==> src/rtl/tiny_fpga_cfg_loader.sv <==
// tiny_fpga_cfg_loader
// Takes a framed byte stream (header, payload, XOR checksum). It shifts the
// payload LSB-first into the fabric configuration chain, then raises a single
// commit pulse, but only when the checksum byte matches the payload XOR.
// All outputs are registered. Each one comes from the next-state decode, so it
// tracks the state register cycle for cycle.

module tiny_fpga_cfg_loader #(
    parameter int          CFG_BITS = 64,
    parameter logic [7:0]  HEADER   = 8'hA5
) (
    input  logic       clk,
    input  logic       rst,
    input  logic       cfg_mode,
    input  logic [7:0] byte_in,
    input  logic       byte_valid,
    output logic       byte_ready,
    output logic       chain_bit,
    output logic       chain_shift,
    output logic       cfg_commit,
    output logic       cfg_done,
    output logic       cfg_error,
    output logic       busy
);

    localparam int NBYTES = CFG_BITS / 8;
    localparam int BCW    = $clog2(NBYTES + 1);
    localparam logic [BCW-1:0] NBYTES_C = BCW'(NBYTES);

    typedef enum logic [2:0] {
        ST_IDLE  = 3'd0,
        ST_HDR   = 3'd1,
        ST_LOAD  = 3'd2,
        ST_SHIFT = 3'd3,
        ST_CHK   = 3'd4,
        ST_DONE  = 3'd5,
        ST_ERROR = 3'd6
    } state_t;

    state_t         state_q, state_d;
    logic [2:0]     bit_cnt_q, bit_cnt_d;
    logic [BCW-1:0] byte_cnt_q, byte_cnt_d;
    logic [7:0]     acc_q, acc_d;
    logic [7:0]     shreg_q, shreg_d;

    logic byte_ready_q, byte_ready_d;
    logic chain_bit_q, chain_bit_d;
    logic chain_shift_q, chain_shift_d;
    logic cfg_commit_q, cfg_commit_d;
    logic cfg_done_q, cfg_done_d;
    logic cfg_error_q, cfg_error_d;
    logic busy_q, busy_d;

    logic xfer_s;

    // A byte moves only when the registered ready flag and valid are both high
    assign xfer_s = byte_valid & byte_ready_q;

    // Next-state, datapath and counter update
    always_comb begin
        state_d    = state_q;
        bit_cnt_d  = bit_cnt_q;
        byte_cnt_d = byte_cnt_q;
        acc_d      = acc_q;
        shreg_d    = shreg_q;

        if (!cfg_mode) begin
            // Abort wins over everything else; a partial byte is dropped
            state_d = ST_IDLE;
        end else begin
            case (state_q)
                ST_IDLE: begin
                    state_d = ST_HDR;
                end
                ST_HDR: begin
                    byte_cnt_d = {BCW{1'b0}};
                    acc_d      = 8'h00;
                    if (xfer_s) begin
                        state_d = (byte_in == HEADER) ? ST_LOAD : ST_ERROR;
                    end else begin
                        state_d = ST_HDR;
                    end
                end
                ST_LOAD: begin
                    if (xfer_s) begin
                        shreg_d    = byte_in;
                        acc_d      = acc_q ^ byte_in;
                        byte_cnt_d = byte_cnt_q + BCW'(1);
                        bit_cnt_d  = 3'd0;
                        state_d    = ST_SHIFT;
                    end else begin
                        state_d = ST_LOAD;
                    end
                end
                ST_SHIFT: begin
                    shreg_d   = {1'b0, shreg_q[7:1]};
                    bit_cnt_d = bit_cnt_q + 3'd1;
                    if (bit_cnt_q == 3'd7) begin
                        state_d = (byte_cnt_q == NBYTES_C) ? ST_CHK : ST_LOAD;
                    end else begin
                        state_d = ST_SHIFT;
                    end
                end
                ST_CHK: begin
                    if (xfer_s) begin
                        state_d = (byte_in == acc_q) ? ST_DONE : ST_ERROR;
                    end else begin
                        state_d = ST_CHK;
                    end
                end
                ST_DONE: begin
                    state_d = ST_DONE;
                end
                ST_ERROR: begin
                    state_d = ST_ERROR;
                end
                default: begin
                    state_d = ST_IDLE;
                end
            endcase
        end
    end

    // Output decode from the upcoming state so registered outputs line up with it
    always_comb begin
        byte_ready_d  = 1'b0;
        chain_shift_d = 1'b0;
        chain_bit_d   = 1'b0;
        cfg_commit_d  = 1'b0;
        cfg_done_d    = 1'b0;
        cfg_error_d   = 1'b0;
        busy_d        = 1'b0;
        case (state_d)
            ST_HDR, ST_LOAD, ST_CHK: begin
                byte_ready_d = 1'b1;
                busy_d       = 1'b1;
            end
            ST_SHIFT: begin
                chain_shift_d = 1'b1;
                chain_bit_d   = shreg_d[0];
                busy_d        = 1'b1;
            end
            ST_DONE: begin
                cfg_done_d   = 1'b1;
                cfg_commit_d = (state_q != ST_DONE) ? 1'b1 : 1'b0;
            end
            ST_ERROR: begin
                cfg_error_d = 1'b1;
            end
            default: begin
                byte_ready_d = 1'b0;
            end
        endcase
    end

    // State, datapath and output registers with synchronous reset
    always_ff @(posedge clk) begin
        if (rst) begin
            state_q       <= ST_IDLE;
            bit_cnt_q     <= 3'd0;
            byte_cnt_q    <= {BCW{1'b0}};
            acc_q         <= 8'h00;
            shreg_q       <= 8'h00;
            byte_ready_q  <= 1'b0;
            chain_bit_q   <= 1'b0;
            chain_shift_q <= 1'b0;
            cfg_commit_q  <= 1'b0;
            cfg_done_q    <= 1'b0;
            cfg_error_q   <= 1'b0;
            busy_q        <= 1'b0;
        end else begin
            state_q       <= state_d;
            bit_cnt_q     <= bit_cnt_d;
            byte_cnt_q    <= byte_cnt_d;
            acc_q         <= acc_d;
            shreg_q       <= shreg_d;
            byte_ready_q  <= byte_ready_d;
            chain_bit_q   <= chain_bit_d;
            chain_shift_q <= chain_shift_d;
            cfg_commit_q  <= cfg_commit_d;
            cfg_done_q    <= cfg_done_d;
            cfg_error_q   <= cfg_error_d;
            busy_q        <= busy_d;
        end
    end

    assign byte_ready  = byte_ready_q;
    assign chain_bit   = chain_bit_q;
    assign chain_shift = chain_shift_q;
    assign cfg_commit  = cfg_commit_q;
    assign cfg_done    = cfg_done_q;
    assign cfg_error   = cfg_error_q;
    assign busy        = busy_q;

endmodule

==> config.mk <==
export PLATFORM = sky130hd
export DESIGN_NAME = tiny_fpga_cfg_loader
export DESIGN_NICKNAME = d
export VERILOG_FILES = /design/src/rtl/tiny_fpga_cfg_loader.sv
export SDC_FILE = /design/constraint.sdc
export NUM_CORES = 1
export LEC_CHECK = 0
export ABC_AREA = 0
export BUFFER_PORTS_ARGS = -buffer_cell sky130_fd_sc_hd__clkbuf_2
export CAP_MARGIN = 20
export CORE_MARGIN = 2
export CORE_UTILIZATION = 40
export DETAILED_ROUTE_END_ITERATION = 8
export GPL_ROUTABILITY_DRIVEN = 0
export SETUP_SLACK_MARGIN = 0.15
export SLEW_MARGIN = 20
export SYNTH_ARGS = -nofsm -noshare
export SYNTH_HDL_FRONTEND = slang
export SYNTH_SLANG_ARGS = --single-unit
==> constraint.sdc <==
create_clock -name clk -period 2.96 [get_ports clk]
set_clock_uncertainty 0.05 [all_clocks]
set_input_delay 0 -clock clk [delete_from_list [all_inputs] [get_ports clk]]
set_output_delay 0 -clock clk [all_outputs]
set_load 0.01 [all_outputs]
==> results_dict.tcl, run 1 <==
set metrics [dict create \
    syn_inst 171 \
    clock_latency_ns 0.28 \
    viasPerCell 5.16 \
    port_buffers 18 \
    antenna_cells 0 \
    hold_start "byte_in[7]" \
    final_cells 237 \
    ios 19 \
    synth_top_area_frac 0.433 \
    start_util 0.417 \
    first_iter_violations 59 \
    crit_slowest_cell "nor2b_1" \
    ys_seq_elements 33 \
    vdd_drop_max_v 0.000236 \
    cpPeakStageDelay_ns 0.70 \
    pre_cts_ws_ns 0.738 \
    tightestPinTransition_ns 0.890 \
    holdWs_ns 0.0155 \
    dp_hpwl_mm 2.36 \
    fin_tns_setup_ns 0 \
    cts-hold-fix-buffers 0 \
    postCtsSetupRepairBufs 0 \
    rows 22 \
    yosysWarnings 0 \
    die_w_um 65.8 \
    clock.fmax_mhz 452 \
    r2r-end "byte_cnt_q[3]$_SDFFE_PP0P_" \
    cts_sinks 33 \
    root_buffer "clkbuf_8" \
    avgRoutedWirePerCell_um 13.4 \
    ys_seq_area_frac 0.433 \
    arrival_ns 2.33 \
    relSlewSlack 0.405 \
    status "finished clean" \
    crit_top_cell "nor2b_1" \
    avgSynthCellArea_um2 8.92 \
    grt_max_degree 18 \
    vias 1223 \
    hold_path.class "in2reg" \
    grt_pass1_vias 1177 \
    setup_viol 0 \
    core_um2 3660 \
    gr-usage-all-layers 0.168 \
    crit_required_ns 3.07 \
    holdPathStages 3 \
    area_delta_synth_final_pct 15.6 \
    final_net_count 204 \
    dp_cells 229 \
    route.detailed.drc 0 \
    grt_antenna_before_repair 0 \
    final.setup.worst_slack_ns 0.747 \
    drive_above_1_share 0.164 \
    clk_path_buf_depth 2 \
    async_flop_share 0 \
    routed_wl_mm 3.17 \
    yosysTopAreaCell "dfxtp_1" \
    grt_pass1_wl_mm 5.35 \
    r2r_slack_ns 0.75 \
    cts_resized 0 \
    synth_fp_nets 187 \
    r2r_start "state_q[1]$_SDFF_PP0_" \
    crit_type "reg2reg" \
    path_max_fanout 12 \
    synth_cell_type_count 36 \
    cp-start-kind "flip-flop" \
    drt_pass1_iterations 4 \
    power_w 0.000956 \
    ctsHtreeMaxLevel 2 \
    fin_crit_sh 0.748 \
    synth_most_common_cell "dfxtp_1" \
    syn_area_um2 1530 \
    grt_overflow_total 0 \
    die_area_um2 4320 \
    path_clk_slew_ns 0.07 \
    synth_edf_count 0 \
    cts-buffers-inserted 5 \
    yosys-top-cells-count "dfxtp_1 (33), nor2_1 (30), nand2_1 (18), xor2_1 (18), nor3_1 (8)" \
    synthFlopType "dfxtp_1" \
    drv_slew 0 \
    ff2ff_path_depth 6 \
    crit_chain "nor2b_1 -> a21oi_1 -> nor2b_1 -> nand4_1 -> xor2_1 -> nor2_1" \
    fillers 363 \
    end_kind "flip-flop" \
    final_antenna_net_count 0 \
    power.density_nw_per_um2 542 \
    hold_violations 0 \
    min_period_ns 2.21 \
    rsz0062_at_grt "no" \
    leakage_nw 0.744 \
    fp.dieH_um 65.8 \
    worstHoldEndpoint "shreg_q[7]$_SDFFE_PP0P_" \
    post_synth_main_area_contributors "dfxtp_1 (43%), xor2_1 (10%), nor2_1 (7.4%)" \
    cts_tree "yes" \
    cap_violations 0 \
]
## final cells by class
type	count	area [µm²]	area share
multi-input combinational	126	817	0.463
sequential	33	661	0.375
inverter	3	11.3	0.00639
clock inverter	1	30.0	0.0170
timing repair buffer	19	97.6	0.0554
clock buffer	7	86.3	0.0490
tap	48	60.1	0.0341
## layout by cell type, fill, tap and decap left out, types with 2 or more instances in the layout
master    netlist  layout
xor2_1         18      18
inv_1           3       3
nor4bb_1        2       2
dfxtp_1        33      33
clkbuf_2        0      18
mux2i_1         2       2
a221oi_1        6       6
a32oi_1         3       3
nand2_1        18      18
nand2b_1        2       2
ha_1            4       4
nor2_1         30      30
clkbuf_8        0       6
o211ai_1        2       2
nor3_1          8       8
nor4_1          2       2
nor2b_1         6       6
a21oi_1         5       5
nand3_1         2       2
## routing by layer
layer  vias up  share of wire  track usage
met5         -              0            0
li1        619              -            -
met3         8          0.051       0.0565
met4         0          0.028       0.0807
met2        35           0.49        0.280
met1       561           0.43        0.192
## worst max-delay path by stage
stage | start | to | slack (ns) | cells past startpoint
2_1_floorplan | bit_cnt_q[0]$_SDFFE_PP0P_ | chain_bit$_SDFF_PP0_ | 1.20 | 8
3_3_place_gp | state_q[1]$_SDFF_PP0_ | byte_cnt_q[3]$_SDFFE_PP0P_ | 0.88 | 6
3_5_place_dp | state_q[1]$_SDFF_PP0_ | byte_cnt_q[3]$_SDFFE_PP0P_ | 0.74 | 6
4_1_cts | state_q[1]$_SDFF_PP0_ | byte_cnt_q[3]$_SDFFE_PP0P_ | 0.73 | 6
5_1_grt | state_q[1]$_SDFF_PP0_ | byte_cnt_q[3]$_SDFFE_PP0P_ | 0.40 | 6
6_report | state_q[1]$_SDFF_PP0_ | byte_cnt_q[3]$_SDFFE_PP0P_ | 0.75 | 6
## where the power goes
group          internal, W  switching (W)  total [W]
registers         0.000452     0.00000751   0.000460
clock network     0.000274       0.000157   0.000431
logic            0.0000261      0.0000397  0.0000658
## worst max-delay path, delay by kind of cell, from the launching register on
kind            cells  cell delay (ns)
flops               1             0.50
compound gates      1             0.10
xor+xnor            1             0.18
simple gates        4             1.26
## kinds of logic after synthesis
kind of cell,after synthesis,synth area share
and+or+nand+nor,77,0.247
xor gates and xnor gates,19,0.109
AOI/OAI and AO/OA,24,0.134
buffers and inverters,12,0.0312
adders and majority gates,4,0.0328
DFF,33,0.433
muxes,2,0.0131
## flip-flops by register name, indices dropped and copies added, names as in the netlist, 3 cells and up
signal and count:
acc_q 8, state_q 3, bit_cnt_q 3, shreg_q 8, byte_cnt_q 4
## metrics by stage
step	util	instance area, µm²
after global placement	0.450	1650
after global routing	0.482	1760
after detailed placement	0.450	1650
final	0.482	1760
after CTS	0.482	1760
after floorplan	-	1530
(Power assumes the default switching activity.)
==> run 2: changes to the inputs <==
clock period = 2 ns   (was 2.96 ns; I/O delays follow)
==> run 2 against run 1 <==
Sequential share of layout area shrank 1.7 points. First-iteration DRC count shrank 10%. Via count grew 5.8%. Hold slack gained 0.011 ns. Critical path depth is the same. Combinational power grew 75%. Cell area grew 5.8%. Register-to-register slack lost 0.64 ns.
==> results_dict.tcl, run 2 (same netlist as run 1, synthesis figures left out) <==
set metrics [dict create \
    r2r_start "acc_q[4]$_SDFFE_PP0P_" \
    die_w_um 65.8 \
    path_clk_slew_ns 0.06 \
    die_area_um2 4320 \
    worstSetupStartpoint "acc_q[4]$_SDFFE_PP0P_" \
    dp_hpwl_mm 2.39 \
    setup_viol 0 \
    gr-usage-all-layers 0.174 \
    viasPerCell 5.20 \
    reg_top3 "acc_q (8), shreg_q (8), byte_cnt_q (4)" \
    root_buffer "clkbuf_8" \
    vdd_drop_max_v 0.000402 \
    final_antenna_net_count 0 \
    start_util 0.417 \
    layout_common_cells "nor2_1 (29), dfxtp_1 (28), xor2_1 (18), clkbuf_2 (18), nand2_1 (17)" \
    first_iter_violations 53 \
    avgRoutedWirePerCell_um 13.7 \
    final_util 0.510 \
    grt_antenna_before_repair 0 \
    cts_tree "yes" \
    cap_violations 0 \
    drive_above_1_share 0.259 \
    route.detailed.drc 0 \
    crit_slowest_cell "o311a_4" \
    crit_chain "xor2_1 -> nor4_1 -> nand2_1 -> o311a_4 -> or2_4 -> nor3b_2" \
    clock_latency_ns 0.28 \
    dp_cells 234 \
    hold_start "byte_in[7]" \
    fin_crit_sh 0.946 \
    drt_pass1_iterations 4 \
    cts-hold-fix-buffers 0 \
    power.density_nw_per_um2 674 \
    relSlewSlack 0.719 \
    cp-start-kind "flip-flop" \
    antenna_cells 0 \
    hold_path.class "in2reg" \
    rsz0062_at_grt "yes" \
    path_max_fanout 5 \
    fin_tns_setup_ns 0 \
    final_net_count 216 \
    crit_required_ns 2.16 \
    fp.dieH_um 65.8 \
    clock.fmax_mhz 528 \
    grt_max_degree 18 \
    drv_slew 0 \
    grt_overflow_total 0 \
    clk_path_buf_depth 2 \
    crit_type "reg2reg" \
    area_delta_synth_final_pct 22.3 \
    layout_commonest_cell "nor2_1" \
    ios 19 \
    grt_pass1_wl_mm 5.65 \
    hold_violations 0 \
    port_buffers 18 \
    arrival_ns 2.05 \
    vias 1294 \
    end_kind "flip-flop" \
    status "finished clean" \
    cts_sinks 33 \
    min_period_ns 1.89 \
    leakage_nw 0.791 \
    ctsHtreeMaxLevel 2 \
    grt_pass1_vias 1237 \
    routed_wl_mm 3.42 \
    rows 22 \
    core_um2 3660 \
    tightestPinTransition_ns 0.422 \
    final_cells 249 \
    cpPeakStageDelay_ns 0.42 \
    cts-buffers-inserted 5 \
]
-- run 2: cell types whose count changed in the layout (fill, tap and decap cells not counted), moves of 2 or more --
| cell | delta |
|---|---|
| buf_6 | +2 |
| clkbuf_1 | +2 |
| dfxtp_2 | +5 |
| buf_4 | +10 |
| dfxtp_1 | -5 |
-- run 2: area by class of cell --
class | count | area [µm²]
fill | 349 | 1800
inverter | 3 | 11.3
tap | 48 | 60.1
timing repair buffer | 31 | 195
multi-input combinational | 126 | 852
sequential | 33 | 667
clock buffer | 8 | 80.1
-- run 2: timing repair --
action | CTS | global route
setup endpoints to repair | 3 | 18
pin swaps | 4 | 8
resized for setup | 2 | 12
setup buffers | 1 | 6
-- run 2: power by group --
group / switching (W) / leakage (nW) / total, W / internal (W)
Sequential: 0.0000102 / 0.269 / 0.000680 / 0.000670
Combinational: 0.0000663 / 0.482 / 0.000115 / 0.0000489
Clock: 0.000215 / 0.0395 / 0.000462 / 0.000247
Total: 0.000292 / 0.791 / 0.00126 / 0.000966
-- run 2: worst paths after layout --
kind	slack (ns)	to	cells after the start
min	0.03	shreg_q[7]$_SDFFE_PP0P_	3
max reg2reg	0.11	cfg_commit$_SDFF_PP0_	6
max	0.11	cfg_commit$_SDFF_PP0_	6
min reg2reg	0.45	shreg_q[4]$_SDFFE_PP0P_	2
-- run 2: through the flow --
| step | hold slack [ns] | power, W | worst slack [ns] | cell area [µm²] |
|---|---|---|---|---|
| floorplan | 0.116 | 0.000756 | 0.242 | 1530 |
| global placement | 0.305 | 0.000794 | 0.0889 | 1680 |
| detailed placement | 0.307 | 0.000799 | 0.0695 | 1680 |
| CTS | 0.0161 | 0.00127 | 0.111 | 1780 |
| global route | 0.0457 | 0.00131 | 0.0125 | 1870 |
| finish | 0.0263 | 0.00126 | 0.108 | 1870 |
-- run 2: layer usage --
layer	wire length [µm]	global-route usage	vias up
li1	-	-	646
met1	1540	0.203	620
met2	1670	0.301	20
met3	125	0.0531	8
met4	75	0.0625	0
met5	0	0	-
-- run 2: critical path, delay by kind of cell (launching register included) --
kind | cells | cell delay [ns]
and+or+nand+nor | 4 | 0.88
DFF | 1 | 0.32
AOI/OAI and AO/OA | 1 | 0.42
xor gates and xnor gates | 1 | 0.16
==> run 3: changes to the inputs <==
PLACE_DENSITY_LB_ADDON = 0.15   (was not set)
==> run 3 against run 2 <==
Worst setup slack better by 0.028 ns. Critical path type unchanged. First-iteration DRC count grew 45%. Largest power group unchanged. Sequential power is essentially flat. Die area is the same. Fmax increased by 1.5%. Largest cell class unchanged. Highest routed layer unchanged.
==> results_dict.tcl, run 3 (same netlist as run 1, synthesis figures left out) <==
set metrics [dict create \
    hold_violations 0 \
    die_w_um 65.8 \
    power.density_nw_per_um2 701 \
    antenna_cells 0 \
    grt_antenna_before_repair 0 \
    cap_violations 0 \
    crit_slowest_cell "dfxtp_2" \
    path_clk_slew_ns 0.07 \
    drv_slew 0 \
    end_kind "flip-flop" \
    area_delta_synth_final_pct 25.9 \
    grt_overflow_total 0 \
    intPower_w 0.00103 \
    crit_top_cell "buf_6" \
    layout_common_cells "nor2_1 (30), dfxtp_1 (29), nand2_1 (18), xor2_1 (18), clkbuf_2 (18)" \
    path_max_fanout 6 \
    final_util 0.525 \
    ctsHtreeMaxLevel 2 \
    grt_pass1_wl_mm 5.62 \
    layout_commonest_cell "nor2_1" \
    switching_power_w 0.000318 \
    relSlewSlack 0.729 \
    cts-buffers-inserted 5 \
    r2r_slack_ns 0.14 \
    clk_path_buf_depth 2 \
    ios 19 \
    reg_top3 "acc_q (8), shreg_q (8), byte_cnt_q (4)" \
    grt_max_degree 18 \
    vias 1311 \
    avgRoutedWirePerCell_um 13.5 \
    fin_crit_sh 0.932 \
    route.detailed.drc 0 \
    status "finished clean" \
    cts_sinks 33 \
    sequentialPowerShare 0.506 \
    grt_pass1_vias 1233 \
    final_antenna_net_count 0 \
    rsz0062_at_grt "yes" \
    crit_type "reg2reg" \
    clock_latency_ns 0.29 \
    die_area_um2 4320 \
    crit_required_ns 2.13 \
    leakage_nw 0.810 \
    fillers 344 \
    switching_share 0.236 \
    vdd_drop_max_v 0.000417 \
    setup_viol 0 \
    viasPerCell 5.24 \
    cpPeakStageDelay_ns 0.32 \
    port_buffers 18 \
    dp_hpwl_mm 2.34 \
    start_util 0.417 \
    fp.dieH_um 65.8 \
    final_cells 250 \
    final_net_count 217 \
    combPwrFrac 0.085 \
    root_buffer "clkbuf_8" \
    arrival_ns 2.00 \
    first_iter_violations 77 \
    cp-start-kind "flip-flop" \
    final.setup.worst_slack_ns 0.135 \
    rows 22 \
    crit_chain "xor2_1 -> nor4_2 -> nand2_1 -> buf_6 -> a311oi_4 -> buf_6 -> nor4_4 -> nor2b_2" \
    pre_cts_ws_ns -0.0000706 \
    clock.fmax_mhz 536 \
    routed_wl_mm 3.37 \
    drive_above_1_share 0.277 \
    dp_cells 231 \
    tightestPinTransition_ns 0.407 \
    hold_path.class "in2reg" \
    cts_tree "yes" \
    drt_pass1_iterations 4 \
    clock_power_share 0.410 \
    fin_tns_setup_ns 0 \
    core_um2 3660 \
    gr-usage-all-layers 0.177 \
    min_period_ns 1.86 \
]
## run 3: final cells by class
cell class | count | area (µm²) | area share
clock buffer | 7 | 96.3 | 0.0502
tap | 48 | 60.1 | 0.0313
multi-input combinational | 126 | 877 | 0.457
sequential | 33 | 666 | 0.347
timing repair buffer | 32 | 205 | 0.107
inverter | 3 | 11.3 | 0.00586
clock inverter | 1 | 5.00 | 0.00261
## run 3: power by group through the flow
stage	Sequential, W	Combinational (W)	Clock (W)
finish	0.000681	0.000114	0.000551
global route	0.000682	0.000125	0.000585
global placement	0.000694	0.0000975	0
floorplan	0.000694	0.0000625	0
CTS	0.000680	0.000111	0.000564
detailed placement	0.000695	0.0000990	0
## run 3: worst paths after layout
| path | start | endpoint | cells after the start |
|---|---|---|---|
| min | byte_in[7] | acc_q[7]$_SDFFE_PP0P_ | 4 |
| min reg2reg | shreg_q[7]$_SDFFE_PP0P_ | shreg_q[7]$_SDFFE_PP0P_ | 2 |
| max | acc_q[0]$_SDFFE_PP0P_ | chain_bit$_SDFF_PP0_ | 8 |
| max reg2reg | acc_q[0]$_SDFFE_PP0P_ | chain_bit$_SDFF_PP0_ | 8 |
## run 3: metrics by stage
step                      hold WS [ns]  instance area [µm²]  total power, W
after floorplan                  0.116                 1530        0.000756
after global placement           0.284                 1660        0.000791
after detailed placement         0.302                 1660        0.000794
after CTS                       0.0144                 1870         0.00136
after global routing            0.0439                 1920         0.00139
final                           0.0170                 1920         0.00135
## run 3: metal layers
metal,part of all wire,vias up,GRT usage
met1,0.44,622,0.205
met5,0,-,0
li1,-,651,-
met4,0.022,0,0.109
met3,0.056,6,0.0445
met2,0.48,32,0.292
## run 3: critical path, delay by kind of cell (launching register included)
family / cells / cell delay [ns]
AO/OA/AOI/OAI: 1 / 0.24
XOR/XNOR: 1 / 0.17
buffers and inverters: 2 / 0.31
flip-flops: 1 / 0.32
AND/OR/NAND/NOR: 4 / 0.67
## run 3: what timing repair did
item	4_1_cts	5_1_grt
hold buffers	1	0
setup endpoints to repair	7	26
pin swaps	7	1
setup buffers	5	5
gates resized for setup	14	3
hold endpoints to repair	1	0
